==> src/rtl/bcd_sched_pkg.sv <==
// Shared types and command indices for the BCD command scheduler.
package bcd_sched_pkg;

  typedef enum logic [1:0] {
    INIT_REQ,
    IDLE,
    WAIT_ACK,
    WAIT_REL
  } sched_state_e;

  localparam int unsigned CMD_INIT    = 0;
  localparam int unsigned CMD_LOAD_A  = 1;
  localparam int unsigned CMD_LOAD_B  = 2;
  localparam int unsigned CMD_ADD_LS  = 3;
  localparam int unsigned CMD_DISP_MS = 4;

endpackage

==> src/rtl/bcd_rr_arbiter.sv <==
// Combinational N_REQ-way round-robin pick: first set request at or after ptr.
module bcd_rr_arbiter #(
  parameter int unsigned N_REQ = 4,
  parameter int unsigned PW    = 2
) (
  input  logic [N_REQ-1:0] req,
  input  logic [PW-1:0]    ptr,
  output logic [PW-1:0]    grant_idx,
  output logic             grant_vld
);

  always_comb begin
    int unsigned j;
    logic [PW-1:0] jj;
    j         = 0;
    jj        = '0;
    grant_idx = '0;
    grant_vld = 1'b0;
    for (int unsigned i = 0; i < N_REQ; i++) begin
      j  = (32'(ptr) + i) % N_REQ;
      jj = PW'(j);
      if (!grant_vld && req[jj]) begin
        grant_idx = jj;
        grant_vld = 1'b1;
      end
    end
  end

endmodule

==> src/rtl/bcd_cmd_scheduler.sv <==
// Round-robin command scheduler issuing one REQ/ACK handshake at a time to the BCD datapath.
// Optional handshake watchdog enabled by defining BCD_SCHED_TIMEOUT_EN.
module bcd_cmd_scheduler
  import bcd_sched_pkg::*;
#(
  parameter int unsigned N_REQ          = 4,
  parameter int unsigned TIMEOUT_CYCLES = 255,
  parameter int unsigned TW             = 8
) (
  input  logic             CLK,
  input  logic             RST_N,
  input  logic [N_REQ-1:0] REQ_PULSE,
  output logic [N_REQ:0]   CMD_REQ,
  input  logic [N_REQ:0]   CMD_ACK,
  output logic [N_REQ-1:0] PENDING,
  output logic             BUSY,
  output logic             TIMEOUT_ERR
);

  localparam int unsigned PW = (N_REQ > 1) ? $clog2(N_REQ) : 1;
  localparam int unsigned GW = $clog2(N_REQ + 1);

  sched_state_e     state, state_nx;
  logic [N_REQ:0]   cmd_req, cmd_req_nx;
  logic [N_REQ-1:0] pending, pending_nx, pending_clr;
  logic             busy, busy_nx;
  logic [PW-1:0]    rr_ptr, rr_ptr_nx;
  logic [GW-1:0]    g, g_nx;
  logic             hs_done;
  logic [PW-1:0]    grant_idx;
  logic             grant_vld;
  logic             wd_fire;

  bcd_rr_arbiter #(
    .N_REQ (N_REQ),
    .PW    (PW)
  ) u_arb (
    .req       (pending),
    .ptr       (rr_ptr),
    .grant_idx (grant_idx),
    .grant_vld (grant_vld)
  );

`ifdef BCD_SCHED_TIMEOUT_EN
  localparam logic [TW-1:0] WD_LAST = TW'(TIMEOUT_CYCLES - 1);

  logic [TW-1:0] wd_cnt;
  logic          to_err;

  assign wd_fire     = ((state == WAIT_ACK) || (state == WAIT_REL)) && (wd_cnt == WD_LAST);
  assign TIMEOUT_ERR = to_err;

  // Held at zero outside the handshake states, so it is clear on every entry to WAIT_ACK.
  always_ff @(posedge CLK or negedge RST_N) begin
    if (!RST_N) begin
      wd_cnt <= '0;
      to_err <= 1'b0;
    end else begin
      if ((state == INIT_REQ) || (state == IDLE)) wd_cnt <= '0;
      else                                        wd_cnt <= wd_cnt + 1'b1;
      if (wd_fire) to_err <= 1'b1;
    end
  end
`else
  assign wd_fire     = 1'b0;
  assign TIMEOUT_ERR = 1'b0;
`endif

  always_comb begin
    state_nx    = state;
    cmd_req_nx  = cmd_req;
    busy_nx     = busy;
    g_nx        = g;
    rr_ptr_nx   = rr_ptr;
    pending_clr = '0;
    hs_done     = 1'b0;
    unique case (state)
      INIT_REQ: begin
        cmd_req_nx = (N_REQ + 1)'(1) << CMD_INIT;
        busy_nx    = 1'b1;
        g_nx       = '0;
        state_nx   = WAIT_ACK;
      end
      IDLE: begin
        if (grant_vld) begin
          cmd_req_nx  = (N_REQ + 1)'(2) << grant_idx;
          pending_clr = N_REQ'(1) << grant_idx;
          g_nx        = GW'(grant_idx) + GW'(1);
          busy_nx     = 1'b1;
          state_nx    = WAIT_ACK;
        end
      end
      WAIT_ACK: begin
        if (CMD_ACK[g]) begin
          cmd_req_nx = '0;
          state_nx   = WAIT_REL;
        end
      end
      WAIT_REL: begin
        if (!CMD_ACK[g]) hs_done = 1'b1;
      end
      default: state_nx = INIT_REQ;
    endcase
    if (wd_fire) begin
      cmd_req_nx = '0;
      hs_done    = 1'b1;
    end
    // g-1 was the served requester, so g mod N_REQ is the one after it.
    if (hs_done) begin
      state_nx = IDLE;
      busy_nx  = 1'b0;
      if (g != '0) rr_ptr_nx = (g == GW'(N_REQ)) ? '0 : PW'(g);
    end
  end

  // A pulse landing on the grant edge of the same bit re-sets it.
  assign pending_nx = (pending & ~pending_clr) | REQ_PULSE;

  always_ff @(posedge CLK or negedge RST_N) begin
    if (!RST_N) begin
      state   <= INIT_REQ;
      cmd_req <= '0;
      pending <= '0;
      busy    <= 1'b0;
      rr_ptr  <= '0;
      g       <= '0;
    end else begin
      state   <= state_nx;
      cmd_req <= cmd_req_nx;
      pending <= pending_nx;
      busy    <= busy_nx;
      rr_ptr  <= rr_ptr_nx;
      g       <= g_nx;
    end
  end

  assign CMD_REQ = cmd_req;
  assign PENDING = pending;
  assign BUSY    = busy;

endmodule
==> config.mk <==
export PLATFORM = sky130hd
export DESIGN_NAME = bcd_cmd_scheduler
export DESIGN_NICKNAME = d
export VERILOG_FILES = /design/src/rtl/bcd_sched_pkg.sv /design/src/rtl/bcd_rr_arbiter.sv /design/src/rtl/bcd_cmd_scheduler.sv
export SDC_FILE = /design/constraint.sdc
export NUM_CORES = 1
export LEC_CHECK = 0
export ABC_AREA = 1
export CORE_MARGIN = 1.5
export CORE_UTILIZATION = 49
export CTS_BUF_LIST = sky130_fd_sc_hd__clkbuf_4
export DETAILED_ROUTE_END_ITERATION = 12
export PLACE_DENSITY = 0.78
export SLEW_MARGIN = 25
export SYNTH_ARGS = -nofsm -noshare
export SYNTH_HDL_FRONTEND = slang
export SYNTH_SLANG_ARGS = --single-unit
==> constraint.sdc <==
create_clock -name CLK -period 1.8 [get_ports CLK]
set_input_delay 0.45 -clock CLK [delete_from_list [all_inputs] [get_ports CLK]]
set_output_delay 0.45 -clock CLK [all_outputs]
set_load 0.01 [all_outputs]
==> impl_metrics.toml, run 1 <==
[outcome]
outcome = "complete, but fails checks"
failed_checks = "negative setup slack"

[logic_synthesis]
yosys.area_share.simple_pct = 37.35
syn-num-nets = 195
synthMuxAreaShare_pct = 0
syn_area_um2 = 1276
yosys.area.top_type_share_pct = 33.33
synth.avg_cell_area_um2 = 7.251
ys.flop_type = "dfrtp_1"
synth_compound_area_share_pct = 9.706
synthAdderAreaFrac_pct = 7.843
yosys.area.top_type = "dfrtp_1"
ys_seq_area_share_pct = 33.33
synthXorXnorAreaFrac_pct = 0
ys_warn_count = 0
post-synth-top-count-cell = "nand2_1"
synth_cells = 176
async_flop_share_pct = 100.0
ys_seq_elements = 17
synth_edf_count = 0
yosys-top-cells-area = "dfrtp_1 (33%), nand2_1 (18%), ha_1 (7.8%)"
synth_top_cells_by_count = "nand2_1 (61), inv_1 (23), dfrtp_1 (17), nand3_1 (17), nand2_2 (9)"
synth_top_family_by_area = "simple AND/OR/NAND/NOR gates"
ys_types = 23

[sta]
finalSetupViolCount = 11
rsz0062_at_grt = "yes"
layout_setup_ws_ps = -311.5
fin_crit_ps = 2111
fin_skew_ps = 11.48
fin_crit_sh_pct = 117.3
finalHoldViolCount = 0
drv_slew = 0
max_clock_freq_ghz = 0.4736
setup_tns_ps = -2294

[global_routing]
grtUsageTotal_pct = 25.97
antenna_found_initial = 0
overflow = 0
grt_pass1_wl_mm = 5.499
grt_pass1_vias = 1262
grt_max_degree = 18

[clock_network]
clock_sinks = 17
clock_latency_ps = 300
cts_tree = "built"
path_clk_slew_ps = 110
h-tree-depth = 1
cts_buffer_depth = 2
cts-buffers-inserted = 3
root_buffer = "clkbuf_4"

[route]
final_antenna_net_count = 0
vias = 1366
vias_per_cell = 5.442
initialDrtViolationCount = 51
routed_wl_mm = 3.866
routedWlPerCell_um = 15.40
drtPass1Iterations = 4
drc_errors = 0

[placement]
dp_hpwl_mm = 2.407
placed_cell_area_um2 = 1663
place_ws_ps = -309.6
place_congestion = 0.8796
portBuffers = 20

[floorplanning]
start_util_pct = 51.52
die_w_um = 54.04
rows = 18
die-area_um2 = 2920
fp.dieH_um = 54.04
coreArea_um2 = 2477
num_io_pins = 22

[worst_setup_path]
crit_fanout = 6
cp_data_required_time_ps = 2000
r2r_setup_slack_ps = -310
arrival_ps = 2310
crit_type = "reg -> reg"
cp-end-kind = "flip-flop"
cp-start-kind = "flip-flop"

[cells_and_area]
area_growth_pct = 46.86
fin_area_um2 = 1874
drive_gt1_share_pct = 38.46
fill_cells = 172
n_antenna_cell = 0
nets = 241

[power]
power.leakage_nw = 0.9458
peakVddDrop_mv = 1.377
powerDensity_nw_per_um2 = 1901

[job]
drv_cap = 0

[hold_path]
hold_class = "in -> async"
[critical path, stage by stage, from the launching register on]
cell     delay [ps]
dfrtp_2         520
buf_6           160
nand2_1          90
nand2_2         110
nand2_2          90
nand2_2          60
nor2_4           80
nand3_1         140
nand3_4         130
o21ai_4          80
inv_2            90
ha_4            140
nand2_4          50
inv_2            60
nand2_2          50
a21o_1          160
[metrics by stage]
stage | power [W] | instances | utilization [%] | hold slack, ps
final | 0.003562 | 251 | 75.66 | 458.1
after global routing | 0.003828 | 251 | 75.66 | 503.8
after CTS | 0.003226 | 250 | 71.67 | 466.7
after detailed placement | 0.002803 | 243 | 67.12 | 487.9
after global placement | 0.002732 | 243 | 67.12 | 478.8
after floorplan | 0.002025 | 176 | - | 154.4
[what timing repair did]
item	CTS	global route
setup endpoints to repair	12	14
setup buffers	3	1
gates cloned	0	0
hold buffers	0	0
resized for setup	24	25
pin swaps	5	9
endpoints found under the hold margin	0	0
[logic make-up after synthesis]
group / Yosys count
other: 1
flip-flops: 17
AND/OR/NAND/NOR: 97
buffers and inverters: 32
AO/OA/AOI/OAI: 21
adder cells (fa/ha/maj): 8
[registers in the layout, indices dropped and copies added, names as in the netlist]
signal and count:
BUSY 1, CMD_REQ 5, PENDING 4, g 3, rr_ptr 2, state 2
[where the power goes]
group / switching [W] / total, W / internal, W / leakage [nW]
Clock: 0.000129 / 0.000211 / 0.0000827 / 0.0177
Sequential: 0.000162 / 0.000684 / 0.000522 / 0.200
Combinational: 0.00153 / 0.00267 / 0.00113 / 0.728
Total: 0.00182 / 0.00356 / 0.00174 / 0.946
[final cells by class]
| cell class | instances | area (µm²) | area share [%] |
|---|---|---|---|
| flip-flops and latches | 17 | 427.9 | 22.83 |
| repair buffers | 44 | 407.9 | 21.76 |
| multi-input cells | 127 | 854.6 | 45.59 |
| clock buffers | 3 | 22.52 | 1.202 |
| well taps | 30 | 37.54 | 2.003 |
| inverters | 29 | 118.9 | 6.342 |
| clock inverters | 1 | 5.005 | 0.2670 |
[layer usage]
metal  global-route usage [%]  wire length [µm]  vias to the layer above
met5                        0                 0                        -
met4                    7.083                68                        0
met3                    4.444               231                        9
met2                    46.75              2055                       61
met1                    31.62              1511                      652
li1                         -                 -                      644
[final timing paths]
path,cells past startpoint,end,start
min,2,g[0]$_DFFE_PN0P_,RST_N
min in group CLK,2,BUSY$_DFFE_PN0P_,BUSY$_DFFE_PN0P_
max in group asynchronous,2,rr_ptr[0]$_DFFE_PN0P_,RST_N
min reg2reg,2,BUSY$_DFFE_PN0P_,BUSY$_DFFE_PN0P_
max reg2reg,15,PENDING[3]$_DFF_PN0_,rr_ptr[0]$_DFFE_PN0P_
max,15,PENDING[3]$_DFF_PN0_,rr_ptr[0]$_DFFE_PN0P_
[cells in the final DEF, fill, tap and decap left out, types with 2 or more instances in the layout]
master	count
nand3_1	13
nand4_1	3
ha_1	5
clkbuf_4	3
o21ai_4	3
buf_6	3
a21oi_1	2
clkdlybuf4s50_1	17
nand2_2	23
inv_2	8
nand2_1	43
buf_4	20
o21ai_0	5
nand3_4	2
dfrtp_1	15
nand3_2	3
dfrtp_2	2
nor2_4	2
ha_4	2
inv_1	19
nand2_4	7
dlymetal6s2s_1	2
o21ai_1	8
No activity file was read; power rests on OpenSTA's default activity.
==> run 2: changes to the inputs <==
- CTS_CLUSTER_DIAMETER: unset -> 50
==> results of run 2 <==
No change in the layout: final DEF, timing and power equal those of run 1.
